## config.mk

```make
export PLATFORM = sky130hd
export DESIGN_NAME = logic_depth_path_accumulator
export DESIGN_NICKNAME = d
export VERILOG_FILES = /design/src/rtl/ldp_pkg.sv /design/src/rtl/ldp_gate_cost.sv /design/src/rtl/logic_depth_path_accumulator.sv
export SDC_FILE = /design/constraint.sdc
export NUM_CORES = 1
export LEC_CHECK = 0
export CAP_MARGIN = 20
export CORE_MARGIN = 2
export CORE_UTILIZATION = 54
export CTS_BUF_LIST = sky130_fd_sc_hd__clkbuf_4 sky130_fd_sc_hd__clkbuf_8
export DETAILED_ROUTE_END_ITERATION = 12
export GPL_ROUTABILITY_DRIVEN = 0
export PLACE_DENSITY = 0.82
export RECOVER_POWER = 25
export SYNTH_ARGS = -nofsm -noshare
export SYNTH_HDL_FRONTEND = slang
export SYNTH_SLANG_ARGS = --single-unit
export TNS_END_PERCENT = 10
```

## constraint.sdc

```tcl
create_clock -name clk -period 4.3 [get_ports clk]
set_clock_uncertainty 0.2 [all_clocks]
set_input_delay 0.86 -clock clk [delete_from_list [all_inputs] [get_ports clk]]
set_output_delay 0.86 -clock clk [all_outputs]
set_load 0.05 [all_outputs]
```

## src/rtl/ldp_pkg.sv

```systemverilog
// rtl/ldp_pkg.sv - shared types and constants for the logic-depth path accumulator
//   gate_type_e : gate family encoding carried on gate_type
//   BASE_COST   : intrinsic depth cost per gate family, indexed by gate_type
//   ldp_state_e : path FSM states (ACCUM collects beats, EMIT holds a result)
package ldp_pkg;

  typedef enum logic [1:0] {
    GT_INV  = 2'd0,
    GT_NAND = 2'd1,
    GT_AND  = 2'd2,
    GT_XOR  = 2'd3
  } gate_type_e;

  // Packed so that BASE_COST[gate_type] picks the slice for that type (index 0 = LSB).
  localparam logic [3:0][1:0] BASE_COST = {2'd3, 2'd2, 2'd1, 2'd1};

  typedef enum logic {
    ACCUM = 1'b0,
    EMIT  = 1'b1
  } ldp_state_e;

endpackage

```

## src/rtl/ldp_gate_cost.sv

```systemverilog
// rtl/ldp_gate_cost.sv - combinational depth cost of one gate descriptor
//   fan_in    in  FI_W      gate fan-in; every 4 inputs add one level
//   fan_out   in  FO_W      gate fan-out; above FO_THRESH adds a load level
//   gate_type in  2         gate family, indexes BASE_COST
//   cost      out DEPTH_W+1 per-gate cost, wide enough that it never wraps
module ldp_gate_cost
  import ldp_pkg::*;
#(
  parameter int          FI_W      = 4,
  parameter int          FO_W      = 4,
  parameter int          DEPTH_W   = 8,
  parameter int unsigned FO_THRESH = 8
) (
  input  logic [FI_W-1:0]  fan_in,
  input  logic [FO_W-1:0]  fan_out,
  input  logic [1:0]       gate_type,
  output logic [DEPTH_W:0] cost
);

  localparam int CW = DEPTH_W + 1;

  logic load_penalty;

  always_comb begin
    load_penalty = (32'(fan_out) > FO_THRESH);
    cost = CW'(BASE_COST[gate_type]) + CW'(fan_in[FI_W-1:2]) + CW'(load_penalty);
  end

endmodule

```

## src/rtl/logic_depth_path_accumulator.sv

```systemverilog
// rtl/logic_depth_path_accumulator.sv - streaming per-path saturating logic-depth accumulator
//   clk, rst_n             clock, synchronous active-low reset
//   in_valid/in_ready      gate descriptor handshake
//   fan_in/fan_out/gate_type/in_last  descriptor fields; in_last closes the path
//   path_flush             drop the partial path (ignored while a result is pending)
//   out_valid/out_ready    path result handshake
//   out_depth/out_gates/out_sat  result: saturating depth, gate count, saturation flag
//   max_depth              largest emitted depth since reset (only with LDP_MAXTRACK_EN)
module logic_depth_path_accumulator
  import ldp_pkg::*;
#(
  parameter int          FI_W      = 4,
  parameter int          FO_W      = 4,
  parameter int          DEPTH_W   = 8,
  parameter int          CNT_W     = 8,
  parameter int unsigned FO_THRESH = 8
) (
  input  logic               clk,
  input  logic               rst_n,
  input  logic               in_valid,
  output logic               in_ready,
  input  logic [FI_W-1:0]    fan_in,
  input  logic [FO_W-1:0]    fan_out,
  input  logic [1:0]         gate_type,
  input  logic               in_last,
  input  logic               path_flush,
  output logic               out_valid,
  input  logic               out_ready,
  output logic [DEPTH_W-1:0] out_depth,
  output logic [CNT_W-1:0]   out_gates,
`ifdef LDP_MAXTRACK_EN
  output logic [DEPTH_W-1:0] max_depth,
`endif
  output logic               out_sat
);

  localparam int                 SW        = DEPTH_W + 2;
  localparam logic [DEPTH_W-1:0] DEPTH_MAX = '1;
  localparam logic [CNT_W-1:0]   CNT_MAX   = '1;

  ldp_state_e         state_q, state_d;
  logic [DEPTH_W-1:0] acc_q, acc_d;
  logic [CNT_W-1:0]   cnt_q, cnt_d;
  logic               sat_q, sat_d;
  logic               out_valid_q, out_valid_d;
  logic [DEPTH_W-1:0] out_depth_q, out_depth_d;
  logic [CNT_W-1:0]   out_gates_q, out_gates_d;
  logic               out_sat_q, out_sat_d;
`ifdef LDP_MAXTRACK_EN
  logic [DEPTH_W-1:0] max_depth_q, max_depth_d;
`endif

  logic [DEPTH_W:0]   cost;
  logic [SW-1:0]      sum;
  logic [DEPTH_W-1:0] acc_next;
  logic [CNT_W-1:0]   cnt_next;
  logic               sat_next;
  logic               accept;

  ldp_gate_cost #(
    .FI_W      (FI_W),
    .FO_W      (FO_W),
    .DEPTH_W   (DEPTH_W),
    .FO_THRESH (FO_THRESH)
  ) u_cost (
    .fan_in    (fan_in),
    .fan_out   (fan_out),
    .gate_type (gate_type),
    .cost      (cost)
  );

  // rst_n gates in_ready so no beat looks acceptable while reset is held.
  assign in_ready = rst_n && (state_q == ACCUM) && !path_flush;
  assign accept   = in_valid && in_ready;

  always_comb begin
    sum      = SW'(acc_q) + SW'(cost);
    acc_next = (sum > SW'(DEPTH_MAX)) ? DEPTH_MAX : sum[DEPTH_W-1:0];
    cnt_next = (cnt_q == CNT_MAX) ? CNT_MAX : cnt_q + 1'b1;
    sat_next = sat_q || (sum > SW'(DEPTH_MAX)) || (cnt_q == CNT_MAX);
  end

  always_comb begin
    state_d     = state_q;
    acc_d       = acc_q;
    cnt_d       = cnt_q;
    sat_d       = sat_q;
    out_valid_d = out_valid_q;
    out_depth_d = out_depth_q;
    out_gates_d = out_gates_q;
    out_sat_d   = out_sat_q;
`ifdef LDP_MAXTRACK_EN
    max_depth_d = max_depth_q;
`endif
    case (state_q)
      ACCUM: begin
        if (path_flush) begin
          acc_d = '0;
          cnt_d = '0;
          sat_d = 1'b0;
        end else if (accept) begin
          if (in_last) begin
            out_depth_d = acc_next;
            out_gates_d = cnt_next;
            out_sat_d   = sat_next;
            out_valid_d = 1'b1;
            acc_d       = '0;
            cnt_d       = '0;
            sat_d       = 1'b0;
            state_d     = EMIT;
          end else begin
            acc_d = acc_next;
            cnt_d = cnt_next;
            sat_d = sat_next;
          end
        end
      end
      EMIT: begin
        if (out_ready) begin
          out_valid_d = 1'b0;
          state_d     = ACCUM;
`ifdef LDP_MAXTRACK_EN
          if (out_depth_q > max_depth_q) max_depth_d = out_depth_q;
`endif
        end
      end
      default: state_d = ACCUM;
    endcase
  end

  always_ff @(posedge clk) begin
    if (!rst_n) begin
      state_q     <= ACCUM;
      acc_q       <= '0;
      cnt_q       <= '0;
      sat_q       <= 1'b0;
      out_valid_q <= 1'b0;
      out_depth_q <= '0;
      out_gates_q <= '0;
      out_sat_q   <= 1'b0;
`ifdef LDP_MAXTRACK_EN
      max_depth_q <= '0;
`endif
    end else begin
      state_q     <= state_d;
      acc_q       <= acc_d;
      cnt_q       <= cnt_d;
      sat_q       <= sat_d;
      out_valid_q <= out_valid_d;
      out_depth_q <= out_depth_d;
      out_gates_q <= out_gates_d;
      out_sat_q   <= out_sat_d;
`ifdef LDP_MAXTRACK_EN
      max_depth_q <= max_depth_d;
`endif
    end
  end

  assign out_valid = out_valid_q;
  assign out_depth = out_depth_q;
  assign out_gates = out_gates_q;
  assign out_sat   = out_sat_q;
`ifdef LDP_MAXTRACK_EN
  assign max_depth = max_depth_q;
`endif

endmodule
```

Yosys cells after proc, flatten, opt, wreduce, memory -nomap -nowiden
Cells that the tools add are included.
{ "classes": {"addsub": 4, "multipliers": 0, "div_mod_pow": 0, "n_lt_le_gt_ge": 3, "eq_ne": 5, "shift": 0, "muxes": 23, "n_bitwise": 2, "reduce_logical": 10} }
{ "op_table": {"columns": ["cell", "count"], "rows": [
  ["$mux W8", 8],
  ["$mux W1", 11],
  ["$add A8 B9 Y10", 1],
  ["$gt A10 B8 Y1 const B", 1],
  ["$add A9 B1 Y9", 1],
  ["$add A8 B1 Y8 const B", 1],
  ["$eq A8 B8 Y1 const B", 1],
  ["$ne A2 B2 Y1 const B", 4],
  ["$reduce_and A4 Y1", 2],
  ["$bmux W2 S2", 1],
  ["$gt A4 B4 Y1 const B", 1],
  ["$pmux W1 S2", 2],
  ["$add A2 B2 Y3", 1],
  ["$logic_and A1 B1 Y1", 3],
  ["$lt A2 B3 Y1 const B", 1],
  ["$logic_or A1 B1 Y1", 2],
  ["$mux W2", 1],
  ["$not A1 Y1", 2],
  ["$reduce_and A2 Y1", 1],
  ["$reduce_bool A2 Y1", 1],
  ["$logic_not A1 Y1", 1]
]} }
{ "word_totals": {"register_bits": 36, "latchBits": 0, "ram_bits": 0, "mem_bits_ro": 0, "in_bits": 16, "out_inout_bits": 19, "elab_cells": 55, "memories": 0} }

Longest topological paths before layout
Gate-level depths: netlist (run 1).
{ "logic_depth": {"ltp_word": 11, "depth_mapped": 13, "ltp_nobuf": 13} }

Modules after synthesis
From an unflattened synthesis (run 1), not the netlist that was laid out.
{ "hier_totals": {"cells_unflattened": 246, "area_unflattened_um2": 2070.7} }
{ "by_module_without_submodules": {"columns": ["mod", "n_inst", "cells_each", "area_each_um2", "seq_area_each_um2"], "rows": [
  ["logic_depth_path_accumulator", 1, 228, 1925.6, 720.7],
  ["ldp_gate_cost", 1, 18, 145.1, 0.0]
]} }

Least setup slack after synthesis (run 1)
OpenSTA, ideal clock, no wires.
{ "synth_path": {"path_kind": "input port to flip-flop", "startpoint": "input gate_type[0]", "endpoint": "register out_depth_q[4] (netlist: out_depth[4])", "setup_ps": 76, "t_arrival_ps": 3334, "required_ps": 4024, "slack_ps": 690, "cell_stages": 13, "n_path_buf": 0, "path_cell_list": "nand2b_1 -> ha_1 -> inv_1 -> fa_1 -> inv_1 -> ha_1 -> inv_1 -> fa_1 -> nand2b_1 -> a21oi_1 -> mux2i_1 -> or2_2 -> a21boi_0"} }
{ "synth_via": {"elab_chain_cells": 7} }
{ "synth_lines": {"columns": ["element", "line_no", "text"], "rows": [
  ["start, declared", "logic_depth_path_accumulator.sv:24", "input logic [1:0] gate_type,"],
  ["$bmux W2 S2 *", "ldp_gate_cost.sv:26", "cost = CW'(BASE_COST[gate_type]) + CW'(fan_in[FI_W-1:2]) + CW'(load_penalty);"],
  ["$mux W2 (not written as such) *", "ldp_gate_cost.sv:26", null],
  ["$add A2 B2 Y3 *", "ldp_gate_cost.sv:26", null],
  ["$add A9 B1 Y9 *", "ldp_gate_cost.sv:26", null],
  ["$add A8 B9 Y10 *", "logic_depth_path_accumulator.sv:77", "sum = SW'(acc_q) + SW'(cost);"],
  ["$gt A10 B8 Y1", "logic_depth_path_accumulator.sv:78", "acc_next = (sum > SW'(DEPTH_MAX)) ? DEPTH_MAX : sum[DEPTH_W-1:0];"],
  ["$mux W8 *", "logic_depth_path_accumulator.sv:78", null],
  ["end signal, assigned", "logic_depth_path_accumulator.sv:150", "out_depth_q <= out_depth_d;"],
  ["end, declared", "logic_depth_path_accumulator.sv:46", "logic [DEPTH_W-1:0] out_depth_q, out_depth_d;"]
]} }
Every way passes the cells marked *; elsewhere a longest branch is shown, timed or not. The select of a mux whose other input is x is not followed.
A chain may end at the register's enable or synchronous reset.

Final worst setup path (run 1)
{ "layout_path": {"startpoint": "input gate_type[0]", "endpoint": "register acc_q[6]"} }
{ "layout_via": {"elab_chain_cells": 10} }
{ "layout_lines": {"columns": ["element", "line_no", "text"], "rows": [
  ["$bmux W2 S2 *", "ldp_gate_cost.sv:26", null],
  ["$mux W2 (not written as such) *", "ldp_gate_cost.sv:26", null],
  ["$add A2 B2 Y3 *", "ldp_gate_cost.sv:26", null],
  ["$add A9 B1 Y9 *", "ldp_gate_cost.sv:26", null],
  ["$add A8 B9 Y10 *", "logic_depth_path_accumulator.sv:77", null],
  ["$gt A10 B8 Y1", "logic_depth_path_accumulator.sv:78", null],
  ["$mux W8 *", "logic_depth_path_accumulator.sv:78", null],
  ["$mux W8 *", "logic_depth_path_accumulator.sv:102", "if (in_last) begin"],
  ["$mux W8 *", "logic_depth_path_accumulator.sv:101", "end else if (accept) begin"],
  ["$mux W8 *", "logic_depth_path_accumulator.sv:97", "if (path_flush) begin"],
  ["end signal, assigned", "logic_depth_path_accumulator.sv:134", "acc_q <= '0;"],
  ["end signal, assigned", "logic_depth_path_accumulator.sv:146", "acc_q <= acc_d;"],
  ["end, declared", "logic_depth_path_accumulator.sv:42", "logic [DEPTH_W-1:0] acc_q, acc_d;"]
]} }
Marked as above.

==> qor.txt, run 1 <==
Final wirelength: 3970 um
Dpl cells: 299
Sequential element share of the synthesized area: 36.85%
Uppermost routed layer: met4
Post-cts sizing count: 0
Worst-Skew Late Latency: 0.35 ns
Die ar.: 4119 um^2
Final #Nets: 286
Chip width: 64.18 um
Worst Path Buf+Inv: 5
Setup Buffers After CTS: 0
CP max FO: 3
WP data required: 4.38 ns
Met2 WL post-DR: 1863 um
PD cells: 289.4 nW/um^2
Largest stage delay on the critical path: 0.50 ns
Post-Place Worst Slack: 0.1036 ns
Hold Crit Class: register to register
DR pass1 iterations: 4
Final setup fails: 0
Worst setup path class: input pin to register
Initial antenna violation count: 0
Final period util: 89.68%
Layout cells sized above 1: 8.046%
Crit-path cells: clkdlybuf4s50_1, nand2b_1, ha_1, inv_1, fa_1, inv_1, ha_1, inv_1, fa_1, nand2b_1, a21oi_1, buf_4, a31oi_1, a21o_1, o22ai_1
Mean post-synth cell area: 8.466 um^2
H-tree lvl count: 2
# fillers: 297
Yosys cell types: 46
Antenna-violating nets left: 0
Startpoint Class: input pin
Initial core utilization: 57.25%
P_leak: 0.9064 nW
Fmax: 259.3 MHz
Root Driver: clkbuf_4
Vias: 1721
CTS clk-pin slew, worst paths: 0.11 ns
Most frequent cells in the layout: dfxtp_1 (36), clkdlybuf4s50_1 (23), o21ai_0 (22), nand2_1 (17)
Clock sink total: 36
Final Max Tran Viols: 0
First-pass GRT wire length: 7038 um
Drt drc: 0
Least-Margin Pin Slew: 0.9976 ns
Area of the multi-input gates: 1117 um^2
Initial drt markers: 72
Non-Filler Instances: 307
CP endpoint kind: register
# port buffers: 32
CTS tree: built
RSZ-0062 raised after global routing: false
Max Cap Viol: 0
Die Span Y: 64.18 um
Vias in the first global route: 1616
Seq. cell area: 720.7 um^2
Tmin final: 3.856 ns
Power after layout: 0.6810 mW
Total CTS buffers: 5
Synth warn: 0
Main synth FF type: dfxtp_1
Hold Buf Count CTS: 0
Layout area overhead: 20.35%
Grt total ovfl: 0
Final TNS setup: 0 ns
Vias per inst: 5.606
FF+latch count, synth: 36
Fin. Hold Viols: 0
Total core area: 3416 um^2
Top-Level Pins: 35
Peak supply drop: 0.0002294 V
EDFF count, synth: 0
Detail Route met3 WL: 141 um
Antenna cells: 0
Pin count of the biggest net entering global routing: 29
WL/cell: 12.93 um
Syn Nets: 257
Max Root-Sink Buffers: 2
Most frequent CP cell: inv_1
WL met1: 1868 um
Status: finished clean
Total track usage: 21.96%
DP HPWL: 2772 um
Final Worst Setup Slack: 0.4437 ns
CP arrival: 3.94 ns
Slowest CP cell: fa_1
Mapped Area: 1956 um^2
Cells after synthesis: 231
CP delay by family, top: adder cells
Async SR Flop Fraction: 0%
Most common cell after layout, fill and taps aside: dfxtp_1
Worst slew margin: 33.50%
Row count: 21
Worst R2R Setup Slack: 2.00 ns
synth_stat cells, types with 2 or more instances:
cell type,count,share of area (%)
a211oi_1,2,0.77
a21boi_0,6,2.3
a21o_1,2,0.77
a21oi_1,8,2.0
a21oi_2,2,0.90
a22oi_1,3,1.2
a31oi_1,4,1.3
and2_1,5,1.6
and3_1,4,1.3
buf_2,4,1.0
buf_6,3,1.7
clkbuf_1,6,1.2
dfxtp_1,36,37
fa_1,2,2.0
ha_1,8,5.1
inv_1,9,1.7
mux2i_1,2,1.0
nand2_1,17,3.3
nand2b_1,4,1.3
nand3_1,12,3.1
nand4_1,2,0.64
nor2_1,12,2.3
nor2b_1,8,2.6
nor3_1,7,1.8
nor3b_1,4,1.5
o211a_1,4,2.0
o21a_1,2,0.77
o21ai_0,20,5.1
o21ai_1,8,2.0
o22ai_1,2,0.64
o2bb2ai_1,2,0.90
or2_2,2,0.64
xnor2_1,6,2.7
routing by layer:
metal	track usage, %	vias up
li1	-	884
met1	26.13	797
met2	36.98	32
met3	5.282	8
met4	10.64	0
met5	0	-
tightest hold or removal path, cell delays in order (launching register included):
cell and delay (ns):
dfxtp_1 0.32, nand2_1 0.04, a21boi_0 0.06
cells by family (layout without fill, tap and decap cells):
kind of cell    after synthesis  count (layout)  synth area share, %
fa+ha+maj                    10              10                7.166
compound gates               70              70                22.84
flops                        36              36                36.85
mux                           2               2                1.024
xor+xnor                      6               6                2.687
simple gates                 84              84                23.42
buf+inv                      23              53                6.014
final timing paths:
check                     from      endpoint  cells past startpoint
setup reg to reg      acc_q[0]      acc_q[6]                      9
setup / recovery  gate_type[0]      acc_q[6]                     15
hold / removal    out_gates[6]  out_gates[6]                      2
hold reg to reg   out_gates[6]  out_gates[6]                      2
where the power goes:
part | leakage (nW) | total, mW | internal, mW | switching, mW
registers | 0.291 | 0.342 | 0.339 | 0.00320
logic | 0.570 | 0.0972 | 0.0407 | 0.0565
clock network | 0.0456 | 0.242 | 0.128 | 0.114
layout make-up:
class,count,area share [%]
Timing Repair Buffer,36,14.62
Inverter,9,1.435
Tap cell,46,2.446
Clock inverter,2,1.489
Clock buffer,6,1.914
Multi-Input combinational cell,172,47.47
Sequential cell,36,30.62
registers in the layout, indices dropped and copies added (netlist names):
signal	count
acc_q	8
cnt_q	8
out_depth	8
out_gates	8
out_sat	1
out_valid	1
sat_q	1
state_q	1
stage by stage:
stage	utilization, %	area (um^2)	hold slack, ns
floorplan	-	1956	0.2453
global placement	66.67	2277	0.2478
detailed placement	66.67	2277	0.2548
CTS	69.01	2357	0.2704
global route	68.90	2354	0.3099
finish	68.90	2354	0.2676
No activity file was read; power rests on OpenSTA's default activity.
==> run 2: changes to the inputs <==
--- a/config.mk
+++ b/config.mk
@@ -11,7 +11,7 @@
 export CTS_BUF_LIST = sky130_fd_sc_hd__clkbuf_4 sky130_fd_sc_hd__clkbuf_8
 export DETAILED_ROUTE_END_ITERATION = 12
 export GPL_ROUTABILITY_DRIVEN = 0
-export PLACE_DENSITY = 0.82
+export PLACE_DENSITY = 0.81
 export RECOVER_POWER = 25
 export SYNTH_ARGS = -nofsm -noshare
 export SYNTH_HDL_FRONTEND = slang
==> qor.txt, run 2 (same netlist as run 1, synthesis figures left out) <==
CTS clk-pin slew, worst paths: 0.10 ns (about the same)
Tmin final: 3.866 ns (+0.009710 ns)
Antenna-violating nets left: 0 (unchanged)
P_leak: 0.8681 nW (-4.2%)
Vias per inst: 5.533 (-1.3%)
Final Worst Setup Slack: 0.4340 ns (-0.009710 ns)
Most frequent CP cell: inv_1
Met1 usage: 25.71% (-0.42 points)
Final TNS setup: 0 ns (unchanged)
Non-Filler Instances: 306 (-0.33%)
CP endpoint kind: register
RSZ-0062 raised after global routing: false
CTS tree: built
Root Driver: clkbuf_4
Least-Margin Pin Slew: 0.9009 ns (-0.09667 ns)
Worst slew margin: 39.94% (+6.4 points)
Slowest CP cell: fa_1
WL/cell: 12.95 um (+0.15%)
Startpoint Class: input pin
Most frequent cells in the layout: dfxtp_1 (36), clkdlybuf4s50_1 (30), o21ai_0 (23), nand2_1 (18)
Status: finished clean
Met3 Usage GRT: 5.458% (+0.18 points)
# port buffers: 32 (unchanged)
Post-Place Cell Area: 2277 um^2 (unchanged)
Row count: 21 (unchanged)
Total track usage: 21.23% (-0.73 points)
Total core area: 3416 um^2 (unchanged)
Final setup fails: 0 (unchanged)
Die ar.: 4119 um^2 (unchanged)
Antenna cells: 0 (unchanged)
Most common cell after layout, fill and taps aside: dfxtp_1
Post-Place Worst Slack: 0.08551 ns (-0.01806 ns)
Layout cells sized above 1: 6.923% (-1.1 points)
Min Hold Slack: 0.2647 ns (-0.002931 ns)
WP data required: 4.37 ns (about the same)
Post-cts sizing count: 0 (unchanged)
Fmax: 258.7 MHz (-0.25%)
PD cells: 265.8 nW/um^2 (-8.1%)
DR pass1 iterations: 4 (unchanged)
Clock sink total: 36 (unchanged)
Max Cap Viol: 0 (unchanged)
Initial antenna violation count: 0 (unchanged)
# fillers: 294 (-1.0%)
Crit-path cells: clkdlybuf4s50_1, nand2b_1, ha_1, inv_1, fa_1, inv_1, ha_1, inv_1, fa_1, nand2b_1, a21oi_1, buf_4, a31oi_1, a21o_1, o22ai_1
Hold Buf Count CTS: 0 (unchanged)
Grt total ovfl: 0 (unchanged)
Largest stage delay on the critical path: 0.50 ns (about the same)
Vias in the first global route: 1620 (+0.25%)
Die Span Y: 64.18 um (unchanged)
Initial core utilization: 57.25% (unchanged)
First-pass GRT wire length: 6934 um (-1.5%)
Fin. Hold Viols: 0 (unchanged)
Layout area overhead: 18.17%
Top-Level Pins: 35 (unchanged)
CP delay by family, top: adder cells
Hold Crit Class: register to register
Drt drc: 0 (unchanged)
Final #Nets: 286 (unchanged)
Pin count of the biggest net entering global routing: 34 (+17%)
Peak supply drop: 0.0001945 V (-15%)
Vias: 1693 (-1.6%)
Chip width: 64.18 um (unchanged)
Worst setup path class: input pin to register
Initial drt markers: 65 (-9.7%)
Worst Path Buf+Inv: 5 (unchanged)
Final period util: 89.91% (+0.23 points)
GRT busiest layer: met2
Final instance area: 2311 um^2 (-1.8%)
CP arrival: 3.94 ns (about the same)
Setup Buffers After CTS: 0 (unchanged)
Total CTS buffers: 5 (unchanged)
H-tree lvl count: 2 (unchanged)
Power after layout: 0.6143 mW (-9.8%)
Worst-Skew Late Latency: 0.34 ns (about the same)
Max Root-Sink Buffers: 2 (unchanged)
CP max FO: 3 (unchanged)
DP HPWL: 2742 um (-1.1%)
Final wirelength: 3963 um (-0.18%)
Final Max Tran Viols: 0 (unchanged)
Final core utilization: 67.66% (-1.2 points)
Dpl cells: 299 (unchanged)
Met2 usage: 36.59% (-0.39 points)
-- run 2: worst paths after layout --
path | startpoint | to | slack [ns] | depth (start not counted)
worst max-delay path | gate_type[0] | acc_q[6] | 0.43 | 15
worst min-delay path | out_depth[4] | out_depth[4] | 0.26 | 2
worst max register to register | acc_q[0] | acc_q[6] | 2.01 | 9
worst min register to register | out_depth[4] | out_depth[4] | 0.26 | 2
-- run 2: cell type report --
cell class | count | area, um^2 | area share, %
multi-input combinational | 172 | 1105 | 47.81
sequential | 36 | 720.7 | 31.19
timing repair buffer | 36 | 344.1 | 14.89
tap | 46 | 57.56 | 2.491
clock buffer | 6 | 45.04 | 1.949
inverter | 9 | 33.78 | 1.462
clock inverter | 1 | 5.005 | 0.2166
-- run 2: metal layers --
layer / wire, um / share of wire, % / vias to the layer above
li1: - / - / 876
met1: 1875 / 47 / 763
met2: 1811 / 46 / 46
met3: 215 / 5.4 / 8
met4: 61 / 1.5 / 0
met5: 0 / 0 / -
-- run 2: tightest hold or removal path, cell delays in order (launching register included) --
cell and delay, ns:
dfxtp_1 0.32, nand2_1 0.04, a21boi_0 0.06
-- run 2: where the power goes --
group,internal (mW),switching [mW],leakage [nW]
Clock,0.0665,0.109,0.0315
Combinational,0.0414,0.0561,0.546
Sequential,0.338,0.00311,0.291
==> patch 1: new RTL, config.mk and constraints of run 2 <==
`DEPTH_W` is set to 8 in 2 places; all go to 4.
--- a/src/rtl/ldp_gate_cost.sv
+++ b/src/rtl/ldp_gate_cost.sv
@@ -9,5 +9,5 @@
   parameter int          FI_W      = 4,
   parameter int          FO_W      = 4,
-  parameter int          DEPTH_W   = 8,
+  parameter int          DEPTH_W   = 4,
   parameter int unsigned FO_THRESH = 8
 ) (
--- a/src/rtl/logic_depth_path_accumulator.sv
+++ b/src/rtl/logic_depth_path_accumulator.sv
@@ -12,5 +12,5 @@
   parameter int          FI_W      = 4,
   parameter int          FO_W      = 4,
-  parameter int          DEPTH_W   = 8,
+  parameter int          DEPTH_W   = 4,
   parameter int          CNT_W     = 8,
   parameter int unsigned FO_THRESH = 8
Interface: changed (resized out_depth); port bits go from 35 to 31. No check against the original RTL was run, so the function may have changed too.
==> patch 1 against run 2 <==
Worst setup slack improved by 79 ps. Core utilization shrank 2.1 points. Critical path type is now input port to primary output. Sequential cell count decreased by 8. Worst hold slack improved by 28 ps. Routed wire length decreased by 17%. Cell area decreased by 23%. Critical endpoint is now in_ready. Total power fell by 24%. Via count shrank 21%. Clock power shrank 40%. Area after synthesis decreased by 23%. Register-to-register slack improved by 110 ps. Highest routed layer unchanged.
==> patch 1: results (changes against run 2) <==
Final layout
  – Number of filler instances in the final layout: 243 (-17%)
  – Count of buffers not belonging to the clock network in the layout: 29 (-19%)
  – Clock-cell share of area: 1.269% (-0.90 points)
  – Multi-input combinational cell count: 123 (-28%)
  – Non-clk invs: 1 (-8)
  – Non-clock buffers, area share: 15.86% (+0.97 points)

Critical path
  – Launch instance of the worst register-to-register path: state_q
  – CP max stage delay: 840 ps (+340 ps)
  – Max FO, Critical Path: 32 (+29)
  – Crit path from: rst_n
  – Data arrival, critical path: 2730 ps (-1210 ps)
  – Slowest-stage cell, CP: clkbuf_1

Routing
  – WL met3: 193 um (-10%)
  – DRT iter0 DRCs: 44 (-32%)
  – Count of vias placed by the detailed router: 1342 (-21%)

Synth
  – Share of the yosys chip area belonging to registers: 37.06% (+0.20 points)
  – Mapped Nets: 188 (-27%)
  – Share of synthesized cell area in full adder, half adder and majority cells: 9.264% (+2.1 points)
  – Multiplexer share of the synthesized area: 0% (-1.0 points)
  – Most common library cells after synthesis: dfxtp_1 (28), o21ai_0 (21), a21oi_1 (10)
  – Number of distinct standard cells referenced by the synthesized netlist: 47 (+2.2%)

Clock tree
  – Clock latency of the later-clocked register in the worst-skew pair: 320 ps (-20 ps)
  – Post-CTS clock slew at the launch and capture registers of the worst setup and hold paths: 140 ps (+40 ps)
  – Number of H-tree branching levels: 1 (-1)

Power
  – Leakage: 0.6807 nW (-22%)
  – Max IR drop VDD: 0.1956 mV (+0.59%)

Global route
  – Met3 track demand over resource in global routing: 3.456% (-2.0 points)
  – First-pass GRT wire length: 5699 um (-18%)

Outcome
  – Run status: finished clean

STA
  – Worst Max-Slew Pin Slew: 1145 ps (+243.8 ps)
==> patch 1: how the worst max path moves through the flow <==
stage                         to  slack, ps  cells after the start
finish                  in_ready        510                      4
floorplan               in_ready        980                      2
global placement        acc_q[1]        420                      9
detailed placement      acc_q[3]        270                     10
global route        out_gates[6]        250                      6
CTS                     acc_q[3]        610                     10
==> patch 1: metrics by stage <==
step	hold slack, ps	instance area [um^2]	power [mW]	cells	utilization [%]
global route	323.0	1775	0.4907	215	65.51
floorplan	250.8	1513	0.3360	162	-
CTS	293.4	1789	0.4761	215	66.02
finish	292.5	1775	0.4690	215	65.51
global placement	240.7	1767	0.3656	212	65.19
detailed placement	274.5	1767	0.3704	212	65.19
==> patch 1: worst min-delay path, delay by kind of cell (launching register included) <==
family,cells,cell delay (ps)
flip-flops,1,340
AO/OA/AOI/OAI,1,60
AND/OR/NAND/NOR,1,60
==> patch 2: new RTL, config.mk and constraints of run 2 <==
Made on the original files. Reset style: asynchronous (`rst_n`), changed in one clocked block. Comments in the files are not updated.
--- a/src/rtl/logic_depth_path_accumulator.sv
+++ b/src/rtl/logic_depth_path_accumulator.sv
@@ -129,5 +129,5 @@
   end
 
-  always_ff @(posedge clk) begin
+  always_ff @(posedge clk or negedge rst_n) begin
     if (!rst_n) begin
       state_q     <= ACCUM;
Formal check against the unedited RTL: differs if rst_n is asserted again (counterexample within 4 cycles, from zero or initial values and one cycle with rst_n low); with rst_n held inactive, the same outputs for 4 cycles.
==> patch 2 against run 2 <==
Routed wire length grew 13%. Area after synthesis grew 2.2%. Critical path depth shrank 2. Sequential cell count is the same. Cell area grew 5.5%. Via count grew 1.8%. Worst setup slack lost 14 ps. Sequential share of layout area grew 5.8 points. Critical endpoint is now out_depth[1].
Power is not compared: it rests on default switching activity, and its combinational part moved more than twofold at a synthesized area within 25%.
==> patch 2: results (changes against run 2) <==
Power
  – Leakage: 1.006 nW
  – Max IR drop VDD: 0.2835 mV

Synth
  – Leading cell types by total area after synthesis: dfrtp_1 (45%), o21ai_0 (5.8%), nand2_1 (5.1%)
  – Most common library cells after synthesis: dfrtp_1 (36), nand2_1 (27), o21ai_0 (23)
  – Number of distinct standard cells referenced by the synthesized netlist: 42 (-8.7%)
  – Synthesis Warnings: 0 (unchanged)
  – Count leader, synth: dfrtp_1
  – Share of the yosys chip area belonging to registers: 45.08% (+8.2 points)
  – Mapped Nets: 241 (-6.2%)
  – Share of async-settable or async-resettable flops after synthesis: 100.0% (+100 points)

Placement
  – Dpl cell area: 2342 um^2 (+2.9%)
  – Total half-perimeter wirelength after legalization and detailed placement: 3240 um (+18%)
  – IO buf count: 32 (unchanged)

Outcome
  – Run status: finished clean

Global route
  – Largest net degree at the start of global routing: 39 (+15%)
  – First-pass GRT wire length: 7707 um (+11%)
  – Overall track demand over capacity in global routing: 23.90% (+2.7 points)
  – Via count of the first global-routing pass: 1713 (+5.7%)
  – Initial antenna violation count: 0 (unchanged)

Final layout
  – Layout Nets: 275 (-3.8%)
  – Fraction of layout instances using a drive strength above 1: 6.400% (-0.52 points)
  – Number of filler instances in the final layout: 284 (-3.4%)
  – # diodes: 0 (unchanged)

Min path
  – Path category of the worst min-delay check: register to register

Routing
  – Number of optimization iterations in the first detailed-route pass: 4 (unchanged)
  – Total wire length after detailed routing: 4480 um (+13%)
  – Drt via density: 5.785 (+4.6%)
  – DRT iter0 DRCs: 67 (+3.1%)

Clock tree
  – Number of buffers inserted during clock tree synthesis: 5 (unchanged)
  – Post-CTS clock slew at the launch and capture registers of the worst setup and hold paths: 70 ps (-30 ps)
  – Buffer type at the clock tree root: clkbuf_8
  – Clock latency of the later-clocked register in the worst-skew pair: 290 ps (-50 ps)
  – Number of H-tree branching levels: 2 (unchanged)
  – Post_cts resized: 0 (unchanged)
  – Number of setup buffers added after CTS: 0 (unchanged)
  – Clk buf depth: 2 (unchanged)

STA
  – Worst Max-Slew Pin Slew: 800.8 ps (-100.1 ps)

Critical path
  – Data arrival, critical path: 3900 ps (-40 ps)
  – Max FO, Critical Path: 4 (+1)
## patch 2: cell types whose count changed after synthesis, moves of 5 or more
| cell | run 2 | this run |
|---|---|---|
| a21boi_0 | 6 | 0 |
| clkbuf_1 | 6 | 1 |
| dfrtp_1 | 0 | 36 |
| dfxtp_1 | 36 | 0 |
| nand2_1 | 17 | 27 |
| nor2_1 | 12 | 19 |
| nor2b_1 | 8 | 0 |
| o21ai_1 | 8 | 0 |
| o31ai_1 | 0 | 5 |
## patch 2: report_power, final
group | total (mW) | switching [mW] | internal (mW) | leakage (nW)
logic | 0.264 | 0.171 | 0.0928 | 0.474
registers | 0.387 | 0.0179 | 0.369 | 0.480
clock network | 0.259 | 0.116 | 0.143 | 0.0523
total | 0.909 | 0.304 | 0.605 | 1.01
## patch 2: metrics by stage
step                utilization (%)  total power [mW]  std cells  setup WS, ps
floorplan                         -            0.5600        215         844.4
global placement              64.95            0.6522        290         215.6
detailed placement            64.95            0.6573        290         159.6
CTS                           67.66            0.9101        298         445.1
global route                  67.63            0.9504        298         274.4
finish                        67.63            0.9091        298         420.1
## patch 2: cell type report
| class | instances | share of cell area (%) |
|---|---|---|
| Sequential cell | 36 | 36.94 |
| Clock buffer | 8 | 4.002 |
| Timing Repair Buffer | 35 | 13.80 |
| Multi-Input combinational cell | 161 | 41.25 |
| Inverter | 10 | 1.539 |
| Tap cell | 48 | 2.463 |
## patch 2: worst max-delay path: stages
cell,delay [ps]
clkdlybuf4s50_1,440
nand2b_1,100
ha_1,150
inv_1,50
fa_1,510
inv_1,60
ha_1,290
inv_1,60
fa_1,400
nand2b_1,220
a21o_1,220
o21ai_0,320
mux2_2,220
## patch 2: final timing paths
path                         startpoint      endpoint  slack (ps)  depth (start not counted)
max in group asynchronous         rst_n  out_depth[1]        3030                          2
setup reg to reg               acc_q[0]  out_depth[1]        2070                          7
hold / removal             out_depth[5]  out_depth[5]         280                          2
setup / recovery           gate_type[0]  out_depth[1]         420                         13
min in group asynchronous         rst_n  out_depth[6]         530                          2
hold reg to reg            out_depth[5]  out_depth[5]         280                          2
## patch 2: cells by family after synthesis
family                   share of synthesized area, %
AND/OR/NAND/NOR                                 18.47
flip-flops                                      45.08
buffers and inverters                           4.571
adder cells (fa/ha/maj)                         7.013
XOR/XNOR                                        2.192
AO/OA/AOI/OAI                                   20.60
multiplexers                                    2.066
## patch 2: layer usage
layer | GRT usage [%] | wire length (um) | up-vias
met5 | 0 | 0 | -
met4 | 10.64 | 105 | 0
li1 | - | - | 837
met3 | 4.340 | 162 | 10
met2 | 38.53 | 2215 | 36
met1 | 31.56 | 1997 | 841
